## config.mk

```make
export PLATFORM = sky130hd
export DESIGN_NAME = eig_serializer
export DESIGN_NICKNAME = d
export VERILOG_FILES = /design/src/rtl/eig_serializer.sv
export SDC_FILE = /design/constraint.sdc
export NUM_CORES = 1
export LEC_CHECK = 0
export BUFFER_PORTS_ARGS = -buffer_cell sky130_fd_sc_hd__buf_2
export CORE_ASPECT_RATIO = 1.75
export CORE_MARGIN = 10
export CORE_UTILIZATION = 56
export CTS_BUF_LIST = sky130_fd_sc_hd__clkbuf_2
export DETAILED_ROUTE_END_ITERATION = 8
export PLACE_DENSITY = 0.88
export SETUP_SLACK_MARGIN = 0.4
export SYNTH_ARGS = -nofsm -noshare
export SYNTH_HDL_FRONTEND = slang
export SYNTH_SLANG_ARGS = --single-unit
```

## constraint.sdc

```tcl
create_clock -name clk -period 12.6 [get_ports clk]
set_clock_uncertainty 0.2 [all_clocks]
set_input_delay 0.63 -clock clk [delete_from_list [all_inputs] [get_ports clk]]
set_output_delay 0.63 -clock clk [all_outputs]
set_load 0.01 [all_outputs]
```

## src/rtl/eig_serializer.sv

```systemverilog
// Collects the converged 4x4 matrix and three 2x2 solver results, then streams four
// eigenvalues in index order. Define EIG_SER_ZERO_TOL_EN to use a magnitude tolerance on subdiagonals.
module eig_serializer #(
    parameter int unsigned SETTLE   = 4,
    parameter logic [15:0] ZERO_TOL = 16'd2
) (
    input  logic         clk,
    input  logic         rst,
    input  logic         start,
    input  logic [255:0] A_new,
    input  logic [15:0]  eig_reel_1,
    input  logic [15:0]  eig_reel_2,
    input  logic [15:0]  eig_reel_3,
    input  logic [15:0]  eig_comp_1,
    input  logic [15:0]  eig_comp_2,
    input  logic [15:0]  eig_comp_3,
    output logic         out_valid,
    input  logic         out_ready,
    output logic [15:0]  out_reel,
    output logic [15:0]  out_comp,
    output logic [1:0]   out_idx,
    output logic         out_last,
    output logic         busy,
    output logic         done
);

    typedef enum logic [1:0] {
        ST_IDLE = 2'd0,
        ST_WAIT = 2'd1,
        ST_EMIT = 2'd2,
        ST_DONE = 2'd3
    } state_t;

    localparam logic [7:0] SETTLE_M1 = 8'(SETTLE - 1);

`ifdef EIG_SER_ZERO_TOL_EN
    // 17-bit magnitude so that 0x8000 maps to 32768 rather than wrapping
    function automatic logic [16:0] abs17(input logic [15:0] v);
        if (v[15]) begin
            return 17'h1_0000 - {1'b0, v};
        end else begin
            return {1'b0, v};
        end
    endfunction

    function automatic logic nonzero(input logic [15:0] v);
        return abs17(v) > {1'b0, ZERO_TOL};
    endfunction
`else
    function automatic logic nonzero(input logic [15:0] v);
        return v != 16'h0000;
    endfunction
`endif

    state_t      state_r, state_s;
    logic [7:0]  cnt_r, cnt_s;
    logic [15:0] d_r  [0:3];
    logic [15:0] re_r [1:3];
    logic [15:0] im_r [1:3];
    logic [3:1]  nz_r, nz_s;
    logic        pair_r;
    logic        latch_d_s, latch_sol_s, load_s, drop_s;

    logic        out_valid_r, out_last_r, busy_r, done_r;
    logic [15:0] out_reel_r, out_comp_r;
    logic [1:0]  out_idx_r;

    logic [1:0]  pos_s, nxt_pos_s;
    logic        prev_pair_s, item_pair_s;
    logic [15:0] src_re_s [1:3];
    logic [15:0] src_im_s [1:3];
    logic [15:0] item_reel_s, item_comp_s;

    // Only the diagonal and first subdiagonal of A_new matter; the rest is folded away here
    logic unused_s;
    assign unused_s = ^{A_new, ZERO_TOL};

    assign nz_s[1] = nonzero(A_new[79:64]);
    assign nz_s[2] = nonzero(A_new[159:144]);
    assign nz_s[3] = nonzero(A_new[239:224]);

    assign out_valid = out_valid_r;
    assign out_reel  = out_reel_r;
    assign out_comp  = out_comp_r;
    assign out_idx   = out_idx_r;
    assign out_last  = out_last_r;
    assign busy      = busy_r;
    assign done      = done_r;

    // Next item to present; the first item comes straight from the solver inputs on the latch edge
    always_comb begin
        pos_s       = out_idx_r + 2'd1;
        prev_pair_s = pair_r;
        src_re_s[1] = re_r[1];
        src_re_s[2] = re_r[2];
        src_re_s[3] = re_r[3];
        src_im_s[1] = im_r[1];
        src_im_s[2] = im_r[2];
        src_im_s[3] = im_r[3];
        if (state_r == ST_WAIT) begin
            pos_s       = 2'd0;
            prev_pair_s = 1'b0;
            src_re_s[1] = eig_reel_1;
            src_re_s[2] = eig_reel_2;
            src_re_s[3] = eig_reel_3;
            src_im_s[1] = eig_comp_1;
            src_im_s[2] = eig_comp_2;
            src_im_s[3] = eig_comp_3;
        end else begin
            pos_s       = out_idx_r + 2'd1;
        end
        nxt_pos_s   = pos_s + 2'd1;
        item_reel_s = d_r[pos_s];
        item_comp_s = 16'h0000;
        item_pair_s = 1'b0;
        if (prev_pair_s) begin
            // second half of a conjugate pair: the solver index equals this position
            item_reel_s = src_re_s[pos_s];
            item_comp_s = 16'h0000 - src_im_s[pos_s];
        end else if ((pos_s != 2'd3) && nz_r[nxt_pos_s]) begin
            item_reel_s = src_re_s[nxt_pos_s];
            item_comp_s = src_im_s[nxt_pos_s];
            item_pair_s = 1'b1;
        end else begin
            item_reel_s = d_r[pos_s];
            item_comp_s = 16'h0000;
        end
    end

    // Sequencing: capture, settle, stream, single-cycle done
    always_comb begin
        state_s     = state_r;
        cnt_s       = cnt_r;
        latch_d_s   = 1'b0;
        latch_sol_s = 1'b0;
        load_s      = 1'b0;
        drop_s      = 1'b0;
        case (state_r)
            ST_IDLE: begin
                if (start) begin
                    state_s   = ST_WAIT;
                    cnt_s     = SETTLE_M1;
                    latch_d_s = 1'b1;
                end else begin
                    state_s   = ST_IDLE;
                end
            end
            ST_WAIT: begin
                if (cnt_r == 8'd0) begin
                    state_s     = ST_EMIT;
                    latch_sol_s = 1'b1;
                    load_s      = 1'b1;
                end else begin
                    cnt_s = cnt_r - 8'd1;
                end
            end
            ST_EMIT: begin
                if (out_valid_r && out_ready) begin
                    if (out_last_r) begin
                        state_s = ST_DONE;
                        drop_s  = 1'b1;
                    end else begin
                        load_s  = 1'b1;
                    end
                end else begin
                    state_s = ST_EMIT;
                end
            end
            ST_DONE: begin
                state_s = ST_IDLE;
            end
            default: begin
                state_s = ST_IDLE;
            end
        endcase
    end

    // State, latched operands and registered stream outputs
    always_ff @(posedge clk) begin
        if (rst) begin
            state_r     <= ST_IDLE;
            cnt_r       <= 8'd0;
            nz_r        <= 3'b000;
            pair_r      <= 1'b0;
            out_valid_r <= 1'b0;
            out_reel_r  <= 16'h0000;
            out_comp_r  <= 16'h0000;
            out_idx_r   <= 2'd0;
            out_last_r  <= 1'b0;
            busy_r      <= 1'b0;
            done_r      <= 1'b0;
            for (int i = 0; i < 4; i++) begin
                d_r[i] <= 16'h0000;
            end
            for (int k = 1; k < 4; k++) begin
                re_r[k] <= 16'h0000;
                im_r[k] <= 16'h0000;
            end
        end else begin
            state_r <= state_s;
            cnt_r   <= cnt_s;
            busy_r  <= (state_s != ST_IDLE);
            done_r  <= drop_s;
            if (latch_d_s) begin
                d_r[0] <= A_new[15:0];
                d_r[1] <= A_new[95:80];
                d_r[2] <= A_new[175:160];
                d_r[3] <= A_new[255:240];
                nz_r   <= nz_s;
            end
            if (latch_sol_s) begin
                re_r[1] <= eig_reel_1;
                re_r[2] <= eig_reel_2;
                re_r[3] <= eig_reel_3;
                im_r[1] <= eig_comp_1;
                im_r[2] <= eig_comp_2;
                im_r[3] <= eig_comp_3;
            end
            if (load_s) begin
                out_valid_r <= 1'b1;
                out_reel_r  <= item_reel_s;
                out_comp_r  <= item_comp_s;
                out_idx_r   <= pos_s;
                out_last_r  <= (pos_s == 2'd3);
                pair_r      <= item_pair_s;
            end else if (drop_s) begin
                out_valid_r <= 1'b0;
            end
        end
    end

endmodule

```

==> summary.txt <==
Timing
  • Setup violators final: 0
  • Slew Limit Fails: 0
  • Rel. slew slack: 11.7%
  • RSZ-0062 raised after global routing: false
  • Final min period: 3.92 ns
  • Final period utilization: 31.1%
  • Post-route setup TNS: 0 ns
  • FMAX: 255 MHz
  • Slew @ Worst Pin: 1.32 ns
  • Hold Vio Cnt, Final: 0

Global routing
  • Initial antenna violation count: 5
  • Largest net degree at the start of global routing: 106
  • Global-route wire length before repair: 60200 microns
  • Vias in the first global route: 11100
  • GRT Residual Overflow: 0
  • Total GRT Usage: 28.3%

Routing
  • Wire per inst: 22.8 microns
  • Post-route ant nets: 0
  • 1st-iter DRT viols: 1611
  • Routed Wire Length: 38900 microns
  • DRT Pass-1 Iters: 6
  • Routed vias: 10500
  • Via/cell ratio: 6.17
  • # DRC: 0

Placed design
  • Placed Cells: 1447
  • DP HPWL: 22900 microns
  • IO Port Bufs: 249
  • Gpl congestion: 0.888

Critical path
  • R2R cell count: 9
  • CP cell instances: inv_1, ha_4, buf_4, or2_2, ha_1, o21ai_0, nor3_1, a31oi_1, o31ai_1
  • Slowest stage delay, CP: 0.89 ns
  • Endpoint class of the critical path: flop
  • Worst Path Required: 13.10 ns
  • Crit start category: flop
  • WP data arrival: 4.41 ns
  • Slowest cell on crit path: buf_4
  • Worst r2r dst: out_comp[12]
  • Worst R2R Start: state_r[1]
  • Crit-path max FO: 105
  • Reg2reg setup slack: 8.68 ns
  • Worst Setup Path Type: reg -> reg

Clock tree
  • Clock transition at path regs: 0.11 ns
  • H-tree Lvls: 2
  • Clock latency at the later pin of the worst-skew pair: 0.78 ns
  • CTS root buf: clkbuf_2
  • Clock Path Buffers: 3
  • Post-CTS setup buffers: 0
  • CTS tree: yes
  • Clock sinks: 212
  • Inserted Clock Buffers: 47

Power
  • VDD IR max: 0.0000726 V
  • Pleak: 5.88 nW
  • Pwr dens: 105 mW/mm^2

Hold path
  • Hold Path Stages: 4
  • Worst Hold End: cnt_r[1]
  • HP Start: start
  • HP Class: in -> reg

Run status
  • Outcome: finished, final reports clean

Synthesis
  • Top-count cell post-synth: and2_1
  • Synthesis Warnings: 0
  • Yosys top cell by area: edfxtp_1
  • Post-Syn Instances: 1016
  • Main flop type after synthesis: edfxtp_1
  • Register area share after synthesis: 52.2%
  • Post-synth EDFFs: 160
  • Net Count, Synth: 1379
  • Post-synthesis async set-or-reset flop share: 0%
  • Synthesized flop and latch total: 212
  • Commonest cells in the netlist: and2_1 (165), edfxtp_1 (160), nand2_1 (81), a21oi_1 (75)
  • Synth Cell Area: 0.0112 sq mm
  • Synth unique cells: 70
  • Top cells by area, synth: edfxtp_1 (43%), dfxtp_1 (9.3%), and2_1 (9.2%)
  • Yosys top cell area share: 42.9%
  • Syn Area/Cell: 11.0 sq um

Floorplanning
  • Core region area: 0.0197 sq mm
  • Die ar.: 0.0263 sq mm
  • Die Wd: 127 microns
  • Die height: 207 microns
  • Std cell rows: 68
  • Initial core utilization: 56.7%
  • Top Ports: 394

Layout
  • Final net count: 1783
  • Non-Filler Instances: 1708
  • Fraction of layout cells with a size suffix above 1: 27.1%
  • Layout area overhead: 30.9%

Run
  • Max-cap violations: 0
-- worst max path at each step --
stage	from	to	slack, ns	cells after the start
after floorplan	cnt_r[3]	im_r[0][16]	8.39	4
after global placement	out_idx[0]	out_comp[9]	8.88	11
after detailed placement	state_r[1]	out_comp[12]	8.85	9
after CTS	out_idx[0]	out_comp[9]	8.81	11
after global routing	state_r[1]	out_comp[12]	8.44	9
final	state_r[1]	out_comp[12]	8.68	9
-- per-stage QoR --
step	utilization [%]	setup WS [ns]	total power, mW	hold slack, ns	cell area [sq um]
2_1_floorplan	-	8.39	0.970	0.249	11200
3_3_place_gp	63.5	8.88	1.05	0.239	12500
3_5_place_dp	63.5	8.85	1.06	0.249	12500
4_1_cts	74.2	8.81	1.52	0.0134	14600
5_1_grt	74.3	8.44	1.60	0.0277	14700
6_report	74.3	8.68	1.53	0.0799	14700
-- metal layers --
metal / vias up / part of all wire, % / GRT usage, % / routed length, microns
li1: 4640 / - / - / -
met1: 4928 / 34 / 30.8 / 13200
met2: 789 / 50 / 48.4 / 19600
met3: 183 / 11 / 8.08 / 4280
met4: 2 / 4.8 / 14.5 / 1880
met5: - / 0.033 / 0 / 13
-- final cells by class --
| cell class | count | area, sq um |
|---|---|---|
| fillers | 1264 | 5080 |
| inverters | 11 | 41.3 |
| repair buffers | 435 | 3070 |
| well taps | 245 | 307 |
| clock inverters | 10 | 38.8 |
| diodes | 5 | 12.5 |
| multi-input cells | 713 | 4960 |
| clock buffers | 77 | 385 |
| flip-flops and latches | 212 | 5850 |
-- cells in the final DEF, fill, tap and decap left out, drive strengths merged, types with 7 or more instances in the layout --
cell         Yosys  layout
mux2            13      13
o211ai           8       8
a221oi          26      26
and3b            8       8
clkbuf          52      77
a221o            7       7
a31oi            9       9
dlygate4sd3      0     169
or2              7       7
edfxtp         160     160
dfxtp           52      52
clkinv           0      10
mux4            16      16
nor2            53      53
nand2           81      81
inv             11      11
and2           165     165
a311oi          15      15
nand4            9       9
nor4            19      19
ha               7       7
o21ai           29      29
a21oi           75      75
or3              7       7
a211oi          10      10
o2111ai         16      16
nor2b            8       8
nand2b           7       7
mux2i           52      52
buf             28     266
-- cells by family after synthesis --
group,after synthesis,share of synthesized area (%)
AO/OA/AOI/OAI,227,13.9
XOR/XNOR,11,0.860
adder cells (fa/ha/maj),7,0.782
buffers and inverters,91,3.83
flip-flops,212,52.2
multiplexers,81,9.27
AND/OR/NAND/NOR,387,19.2
-- flip-flops by register name, summed over array words and instances, names as in the netlist --
name / flops
d_r: 64
re_r: 48
out_comp: 16
out_valid: 1
nz_r: 3
out_last: 1
done: 1
busy: 1
out_idx: 2
out_reel: 16
im_r: 48
pair_r: 1
state_r: 2
cnt_r: 8
-- power breakdown --
part	total, mW	internal [mW]	leakage [nW]	switching, mW
registers	0.826	0.801	2.12	0.0241
clock network	0.440	0.159	0.338	0.281
logic	0.269	0.124	3.42	0.145
-- worst max-delay path, delay by kind of cell, from the launching register on --
family | cells | cell delay (ns)
flip-flops | 1 | 0.34
adder cells (fa/ha/maj) | 2 | 0.60
AO/OA/AOI/OAI | 3 | 0.64
AND/OR/NAND/NOR | 2 | 1.01
buffers and inverters | 2 | 1.02
-- timing repair --
action / in CTS / in global routing
hold buffers: 169 / 0
endpoints found under the hold margin: 163 / 0
gates resized for setup: 0 / 0
endpoints found under the setup margin: 0 / 0
No activity file was read; power rests on OpenSTA's default activity.
